--- src/rtl/mole_sequencer.sv ---
// mole_sequencer: round FSM, oval picker, up/down timer and hit scoring
// for the whack-a-mole game; drives the renderer and the HUD counters.
module mole_sequencer #(
   parameter int unsigned UP_CYCLES   = 50_000_000,
   parameter int unsigned DOWN_CYCLES = 25_000_000,
   parameter int unsigned MAX_MISSES  = 5,
   parameter logic [7:0]  LFSR_SEED   = 8'hA5
) (
   input  logic       clk,
   input  logic       reset,
   input  logic       start,
   input  logic [4:0] hit_btn,
   output logic [2:0] oval_select,
   output logic       mole_visible,
   output logic [7:0] score,
   output logic [7:0] misses,
   output logic       hit_pulse,
   output logic       miss_pulse,
   output logic       game_over
);

   typedef enum logic [1:0] {
      S_IDLE,
      S_HIDE,
      S_SHOW,
      S_OVER
   } state_t;

   localparam logic [25:0] LP_UP_LD = 26'(UP_CYCLES - 1);
   localparam logic [25:0] LP_DN_LD = 26'(DOWN_CYCLES - 1);
   localparam logic [8:0]  LP_MAX   = 9'(MAX_MISSES);

   state_t      r_state;
   logic [25:0] r_timer;
   logic [7:0]  r_lfsr;
   logic [4:0]  r_btn_prev;
   logic [2:0]  r_oval;
   logic        r_vis;
   logic [7:0]  r_score;
   logic [7:0]  r_misses;
   logic        r_hit_pulse;
   logic        r_miss_pulse;
   logic        r_over;

   state_t      w_state_nxt;
   logic [25:0] w_timer_nxt;
   logic [7:0]  w_lfsr_nxt;
   logic [2:0]  w_oval_nxt;
   logic        w_vis_nxt;
   logic [7:0]  w_score_nxt;
   logic [7:0]  w_misses_nxt;
   logic        w_hit_pulse_nxt;
   logic        w_miss_pulse_nxt;
   logic        w_over_nxt;

   logic [4:0]  w_edge;
   logic [4:0]  w_sel;
   logic        w_hit;
   logic        w_expire;
   logic [8:0]  w_miss_inc;
   logic [2:0]  w_pick;
   logic [2:0]  w_new_oval;

   assign w_lfsr_nxt = {r_lfsr[6:0],
                        r_lfsr[7] ^ r_lfsr[5] ^ r_lfsr[4] ^ r_lfsr[3]};
   assign w_edge     = hit_btn & ~r_btn_prev;
   assign w_sel      = 5'b00001 << (r_oval - 3'd1);
   assign w_hit      = (r_state == S_SHOW) && (|(w_edge & w_sel));
   assign w_expire   = (r_timer == 26'd0);
   assign w_miss_inc = {1'b0, r_misses} + 9'd1;

   // map the low LFSR bits onto 1..5 and step past the current oval
   always_comb begin
      w_pick = 3'd1;
      unique case (r_lfsr[2:0])
         3'd0: w_pick = 3'd1;
         3'd1: w_pick = 3'd2;
         3'd2: w_pick = 3'd3;
         3'd3: w_pick = 3'd4;
         3'd4: w_pick = 3'd5;
         3'd5: w_pick = 3'd1;
         3'd6: w_pick = 3'd2;
         3'd7: w_pick = 3'd3;
      endcase
      w_new_oval = w_pick;
      if (w_pick == r_oval)
         w_new_oval = (w_pick == 3'd5) ? 3'd1 : w_pick + 3'd1;
   end

   // round FSM: next state, timer reload and scoreboard updates
   always_comb begin
      w_state_nxt      = r_state;
      w_timer_nxt      = w_expire ? r_timer : r_timer - 26'd1;
      w_oval_nxt       = r_oval;
      w_vis_nxt        = r_vis;
      w_score_nxt      = r_score;
      w_misses_nxt     = r_misses;
      w_hit_pulse_nxt  = 1'b0;
      w_miss_pulse_nxt = 1'b0;
      w_over_nxt       = r_over;
      unique case (r_state)
         S_IDLE: begin
            if (start) begin
               w_state_nxt = S_HIDE;
               w_timer_nxt = LP_DN_LD;
            end
         end
         S_HIDE: begin
            if (w_expire) begin
               w_state_nxt = S_SHOW;
               w_timer_nxt = LP_UP_LD;
               w_oval_nxt  = w_new_oval;
               w_vis_nxt   = 1'b1;
            end
         end
         S_SHOW: begin
            if (w_hit) begin
               w_state_nxt     = S_HIDE;
               w_timer_nxt     = LP_DN_LD;
               w_vis_nxt       = 1'b0;
               w_hit_pulse_nxt = 1'b1;
               if (r_score != 8'hFF)
                  w_score_nxt = r_score + 8'd1;
            end else if (w_expire) begin
               w_vis_nxt        = 1'b0;
               w_miss_pulse_nxt = 1'b1;
               w_misses_nxt     = w_miss_inc[7:0];
               if (w_miss_inc == LP_MAX) begin
                  w_state_nxt = S_OVER;
                  w_over_nxt  = 1'b1;
               end else begin
                  w_state_nxt = S_HIDE;
                  w_timer_nxt = LP_DN_LD;
               end
            end
         end
         S_OVER: begin
            if (start) begin
               w_state_nxt  = S_HIDE;
               w_timer_nxt  = LP_DN_LD;
               w_score_nxt  = 8'd0;
               w_misses_nxt = 8'd0;
               w_over_nxt   = 1'b0;
            end
         end
      endcase
   end

   // state and datapath registers; LFSR and button history run every cycle
   always_ff @(posedge clk or posedge reset) begin
      if (reset) begin
         r_state      <= S_IDLE;
         r_timer      <= 26'd0;
         r_lfsr       <= LFSR_SEED;
         r_btn_prev   <= 5'd0;
         r_oval       <= 3'd1;
         r_vis        <= 1'b0;
         r_score      <= 8'd0;
         r_misses     <= 8'd0;
         r_hit_pulse  <= 1'b0;
         r_miss_pulse <= 1'b0;
         r_over       <= 1'b0;
      end else begin
         r_state      <= w_state_nxt;
         r_timer      <= w_timer_nxt;
         r_lfsr       <= w_lfsr_nxt;
         r_btn_prev   <= hit_btn;
         r_oval       <= w_oval_nxt;
         r_vis        <= w_vis_nxt;
         r_score      <= w_score_nxt;
         r_misses     <= w_misses_nxt;
         r_hit_pulse  <= w_hit_pulse_nxt;
         r_miss_pulse <= w_miss_pulse_nxt;
         r_over       <= w_over_nxt;
      end
   end

   assign oval_select  = r_oval;
   assign mole_visible = r_vis;
   assign score        = r_score;
   assign misses       = r_misses;
   assign hit_pulse    = r_hit_pulse;
   assign miss_pulse   = r_miss_pulse;
   assign game_over    = r_over;

endmodule
--- config.mk ---
export PLATFORM = sky130hd
export DESIGN_NAME = mole_sequencer
export DESIGN_NICKNAME = d
export VERILOG_FILES = /design/src/rtl/mole_sequencer.sv
export SDC_FILE = /design/constraint.sdc
export NUM_CORES = 1
export LEC_CHECK = 0
export BUFFER_PORTS_ARGS = -buffer_cell sky130_fd_sc_hd__buf_2
export CORE_MARGIN = 2
export CORE_UTILIZATION = 45
export CTS_BUF_LIST = sky130_fd_sc_hd__clkbuf_16
export DETAILED_ROUTE_END_ITERATION = 6
export SETUP_SLACK_MARGIN = 0.02
export SYNTH_ARGS = -nofsm -noshare
export SYNTH_HDL_FRONTEND = slang
export SYNTH_SLANG_ARGS = --single-unit
export TNS_END_PERCENT = 1
--- constraint.sdc ---
create_clock -name clk -period 3.35 [get_ports clk]
set_input_delay 0.8375 -clock clk [delete_from_list [all_inputs] [get_ports clk]]
set_output_delay 0.8375 -clock clk [all_outputs]
set_load 0.005 [all_outputs]
Yosys cells after proc, flatten, opt, wreduce, memory -nomap -nowiden
Memory sizes are Yosys's and may differ from the RTL's.
Cells that the tools add are included.
Operators by class
  add/sub/neg operators: 5
  equality and inequality tests: 16
  shift operators: 1
  muxes and demuxes: 36
  bitwise gates (word level): 6
  reductions and logical operators: 13
Operators with widths (number)
  $mux 26: 6
  $pmux 26 s3: 1
  $mux 8: 5
  $pmux 8 s2: 2
  $logic_not 26->1: 1
  $sub 26x1->26 const B: 1
  $mux 1: 12
  $and 5x5->5: 2
  $mux 2: 5
  $ne 2x2->1 const B: 5
  $add 8x1->9 const B: 1
  $eq 9x3->1 const B: 1
  $add 8x1->8 const B: 1
  $ne 8x8->1 const B: 1
  $reduce_and 4->1: 2
  $mux 3: 2
  $ne 2x1->1 const B: 3
  $pmux 2 s3: 1
  $reduce_and 3->1: 2
  $not 5->5: 1
  $reduce_and 5->1: 1
  $reduce_or 5->1: 1
  $shl 1x3->5 const A: 1
  $eq 2x2->1 const B: 2
  13 further kinds: 17
Word-level totals
  register bits: 64
  memory bits (read-only): 24
  output and inout port bits: 23
  memories: 1
Memories
  (name not given): depth 8, width 3, rd ports 1, clocked after Yosys merged registers in 0, wr ports 0, RTL line 75  | unique case (r_lfsr[2:0])

Logic depth before layout (Yosys ltp)
  depth after elaboration: 7
  gate-level depth with buffers: 10

Worst setup path before layout
OpenSTA, ideal clock, no wires.
  path kind: register to register
  from: register r_timer[3]
  to: register r_timer[0]
  library setup time: 0.137 ns
  arrival: 2.508 ns
  slack: 0.706 ns
  cell stages (with the launch flop): 10
  buffers on the path: 1
  cells stage by stage: dfrtp_1 or4_4 or2_1 nor4_4 inv_2 buf_2 ha_1 and2_1 o21ai_0 a32oi_1
On the way
  longest elaborated chain between the ends: 6
  elaborated cells on any way between the ends: 8
  classes of those cells: mux (7); reduce/logical (1)
RTL lines
  start: declaration: RTL line 34  | logic [25:0] r_timer;
  start signal: assignment: RTL line 165  | r_timer <= w_timer_nxt;
  $logic_not 26->1 *: RTL line 69  | assign w_expire = (r_timer == 26'd0);
  $mux 26: RTL line 93  | w_timer_nxt = w_expire ? r_timer : r_timer - 26'd1;
  $mux 26: RTL line 128  | if (w_miss_inc == LP_MAX) begin
  $mux 26: RTL line 124  | end else if (w_expire) begin
  $mux 26: RTL line 117  | if (w_hit) begin
  $pmux 26 s3 *: RTL line 101  | unique case (r_state)
  net w_timer_nxt[0]: RTL line 46  | logic [25:0] w_timer_nxt;
The timed path passes the listed nets; every way through them passes the cells marked *.
A chain may end at the register's enable or synchronous reset.

Final worst setup path
  from: register r_misses[0] (netlist: misses[0])
  to: register r_timer[18]
On the way
  longest elaborated chain between the ends: 6
RTL lines
  start: declaration: RTL line 40  | logic [7:0] r_misses;
  start signal: assignment: RTL line 171  | r_misses <= w_misses_nxt;
  $add 8x1->9: RTL line 70  | assign w_miss_inc = {1'b0, r_misses} + 9'd1;
  $eq 9x3->1: RTL line 128
  $mux 26: RTL line 128
  $mux 26: RTL line 124
  $mux 26: RTL line 117
  $pmux 26 s3: RTL line 101
  net w_timer_nxt[18]: RTL line 46
The timed path passes the listed nets, and every way through them passes these cells.

==> results.md <==
* Nets at 435
* Least-Margin Pin Slew at 0.705 ns
* Compound-Gate Fraction of Synth Area at 16.5%
* EDFF count, synth at 0
* Slowest cell on crit path: or4b_2
* CP bufs+invs at 0
* Drt pass-1 iters at 4
* Via density at around 5.7
* Synth Net Count at between 400 and 500
* Synthesized area at 3590 um^2
* Max IR drop VDD at 0.353 mV
* DPL Wire Length at roughly 5600 um
* Top cells by count, synth: dfrtp_1 (59), o21ai_0 (36), nor2_1 (24)
* Most numerous cell in the Yosys netlist: dfrtp_1
* Reg-to-Reg Start: misses[0]
* Gr ovfl total at 0
* Slowest stage delay, CP at 0.60 ns
* Clk_skew at between 0.007 and 0.008 ns
* Post-layout min period at around 2.7 ns
* Max FO, Critical Path at 7
* Post-synthesis simple-gate area fraction at 23.5%
* Setup TNS at 0 ns
* Post-CTS Setup Bufs at 0
* R2r setup slk at roughly 0.66 ns
* Row count at 32
* Net Sw Power at approximately 0.0011 W
* Die Span X at slightly above 90 um
* Most used cell, CP: a31oi_1
* Synth Register Bits at 64
* Fill cell count at 700
* Avg Inst Size Synth at about 9.4 um^2
* Leak at between 1.5 and 2 nW
* Clk slew on worst S/H paths at 0.06 ns
* Fmax at roughly 370 MHz
* Total GRT Usage at between 10% and 20%
* Yosys top cell area share at slightly above 40%
* Remaining antenna violation count after routing at 0
* HP Class: flop to flop
* Full die area at around 8700 um^2
* Relative slew slack at 53.0%
* Gpl congestion at about 0.84
* Syn Inst Count at 381
* Net Sw Frac at 35.1%
* Drt total wl at roughly 8000 um
* Worst skew pair latency at about 0.32 ns
* H-tree depth at 3
* Clock root buffer: clkbuf_16
* Max clock buf depth at 2
* Post-DR wirelength/cell at 15.6 um
* PostCTS Resize Cnt at 0
* CTS sink cnt at 64
* Hold_ws at around 0.35 ns
* Ranking of synthesized cells by area: dfrtp_1 (41%), o21ai_0 (5.0%), ha_1 (4.2%)
* Final hold viol count at 0
* Layout cell share with drive strength beyond 1 at 17.6%
* # hold bufs at CTS at 0
* Ant diodes at 0
* CP top delay family: simple AND/OR/NAND/NOR gates
* CTS tree: done
* Height of the die at slightly above 90 um
* First-pass GRT wire length at between 10000 and 15000 um
* Prevailing post-synth register cell: dfrtp_1
* Max_cap viols at 0
* Vias at between 2000 and 3000
* Power Density at between 700 and 800 nW/um^2
* Crit share post-route at 80.3%
* Cell Chain, Critical Path: ha_1 > or4b_2 > nor3b_1 > a31oi_1 > a31oi_1 > or2_0 > o21ai_0
* Unique masters post-synth at between 60 and 70
* Clock network fraction of total power at 32.0%
* Initial antenna violation count at 0
* Post-Synth Adder-Cell Area at between 4 and 5%
* Number of global-route vias before repair at 2739
* Setup crit start: misses[0]
* Area grow syn2layout at 16.7%
* Final setup violation count at 0
* Post-synthesis sequential area ratio at roughly 45%
* Largest net degree at the start of global routing at 24
* Port Buffers at 30
* Total CTS buffers at 9
* Max-slew violation count at 0
* Async set or reset register ratio after synthesis at between 90% and 100%
* Detailed-route DRC error count at 0
* Synth Area in XOR/XNOR at 5.61%
* Core Footprint at slightly below 8000 um^2
* Yosys top cell by area: dfrtp_1
* Worst Path Required at 3.52 ns
* Run status: completed
* Int Pwr at roughly 0.0020 W
* Synth Warn # at 0
* Comb pwr share at 30.4%
* Sequential power share at a little under two fifths
* Crit start category: flop
* Starting Density at a little under half
* RSZ-0062 raised after global routing: no
* Largest family of logic cells by synthesized area: simple AND/OR/NAND/NOR gates
* Min-delay src: r_lfsr[6]
* I/O pin cnt at 31
* Arrival time of the worst setup path at ~2.9 ns
* Crit path kind: flop to flop
* Critical Path Sink Type: flop
* First DRT Iteration DRCs at approximately 150
* Mux cell area share after synthesis at around 2.0%
[state kept, by name, indices dropped and copies added (netlist names)]
name          count
r_timer          26
misses            8
r_lfsr            8
score             8
r_btn_prev        5
oval_select       3
r_state           2
game_over         1
hit_pulse         1
miss_pulse        1
mole_visible      1
[layer usage]
layer / global-route usage (%) / part of all wire [%]
met5: 0 / 0
met4: 5.15 / 0.68
met3: 4.83 / 3.4
met2: 30.7 / 46
met1: 28.1 / 50
[through the flow]
step	total power, W	area, um^2	setup WS, ns	util, %	instances
finish	0.00303	4190	0.661	54.2	522
global route	0.00326	4190	0.500	54.2	522
CTS	0.00306	4190	0.665	54.2	522
detailed placement	0.00207	3880	0.580	50.2	506
global placement	0.00205	3880	0.619	50.2	506
floorplan	0.00180	3590	0.706	-	381
[final cells by class]
type / count / area (um^2) / share of cell area [%]
repair buffers: 39 / 218 / 5.20
flip-flops and latches: 64 / 1610 / 38.4
clock inverters: 7 / 86.3 / 2.06
multi-input cells: 285 / 1860 / 44.5
well taps: 102 / 128 / 3.05
clock buffers: 9 / 225 / 5.38
inverters: 16 / 60.1 / 1.43
[logic make-up after synthesis]
| family | Yosys count |
|---|---|
| AND/OR/NAND/NOR | 147 |
| AO/OA/AOI/OAI | 96 |
| multiplexers | 7 |
| adder cells (fa/ha/maj) | 12 |
| buffers and inverters | 32 |
| XOR/XNOR | 23 |
| flip-flops | 64 |
[final timing paths]
| path | endpoint | cells after the start |
|---|---|---|
| min in group asynchronous | r_timer[11] | 2 |
| min | r_lfsr[7] | 0 |
| max | r_timer[18] | 7 |
| max reg2reg | r_timer[18] | 7 |
| min reg2reg | r_lfsr[7] | 0 |
| max in group asynchronous | oval_select[0] | 3 |
[placed cells by master (no fill, tap or decap), types with 3 or more instances in the layout]
cell / instances
ha_1: 12
inv_1: 14
buf_4: 9
nand4_1: 8
clkbuf_16: 9
mux2i_1: 6
a21oi_1: 15
o21ai_1: 4
nor4_1: 5
xor2_1: 8
xnor2_1: 15
dfstp_2: 5
and2_1: 5
o21ai_0: 36
and3_1: 5
clkinv_1: 3
nor2_1: 24
a31oi_1: 7
nand3_1: 21
o31ai_1: 6
buf_2: 30
a2bb2oi_1: 3
nand2b_1: 5
nand2_1: 23
or3_1: 4
nor3b_1: 4
dfrtp_1: 59
or2_2: 3
a211oi_1: 5
nor3_1: 14
[power groups by stage]
stage | logic, W | clock network [W] | registers, W
floorplan | 0.000691 | 0 | 0.00111
global placement | 0.000913 | 0 | 0.00114
detailed placement | 0.000921 | 0 | 0.00115
CTS | 0.000931 | 0.000993 | 0.00114
global route | 0.00105 | 0.00104 | 0.00117
finish | 0.000924 | 0.000972 | 0.00114
Note: power is estimated with default switching activity, not from simulation.
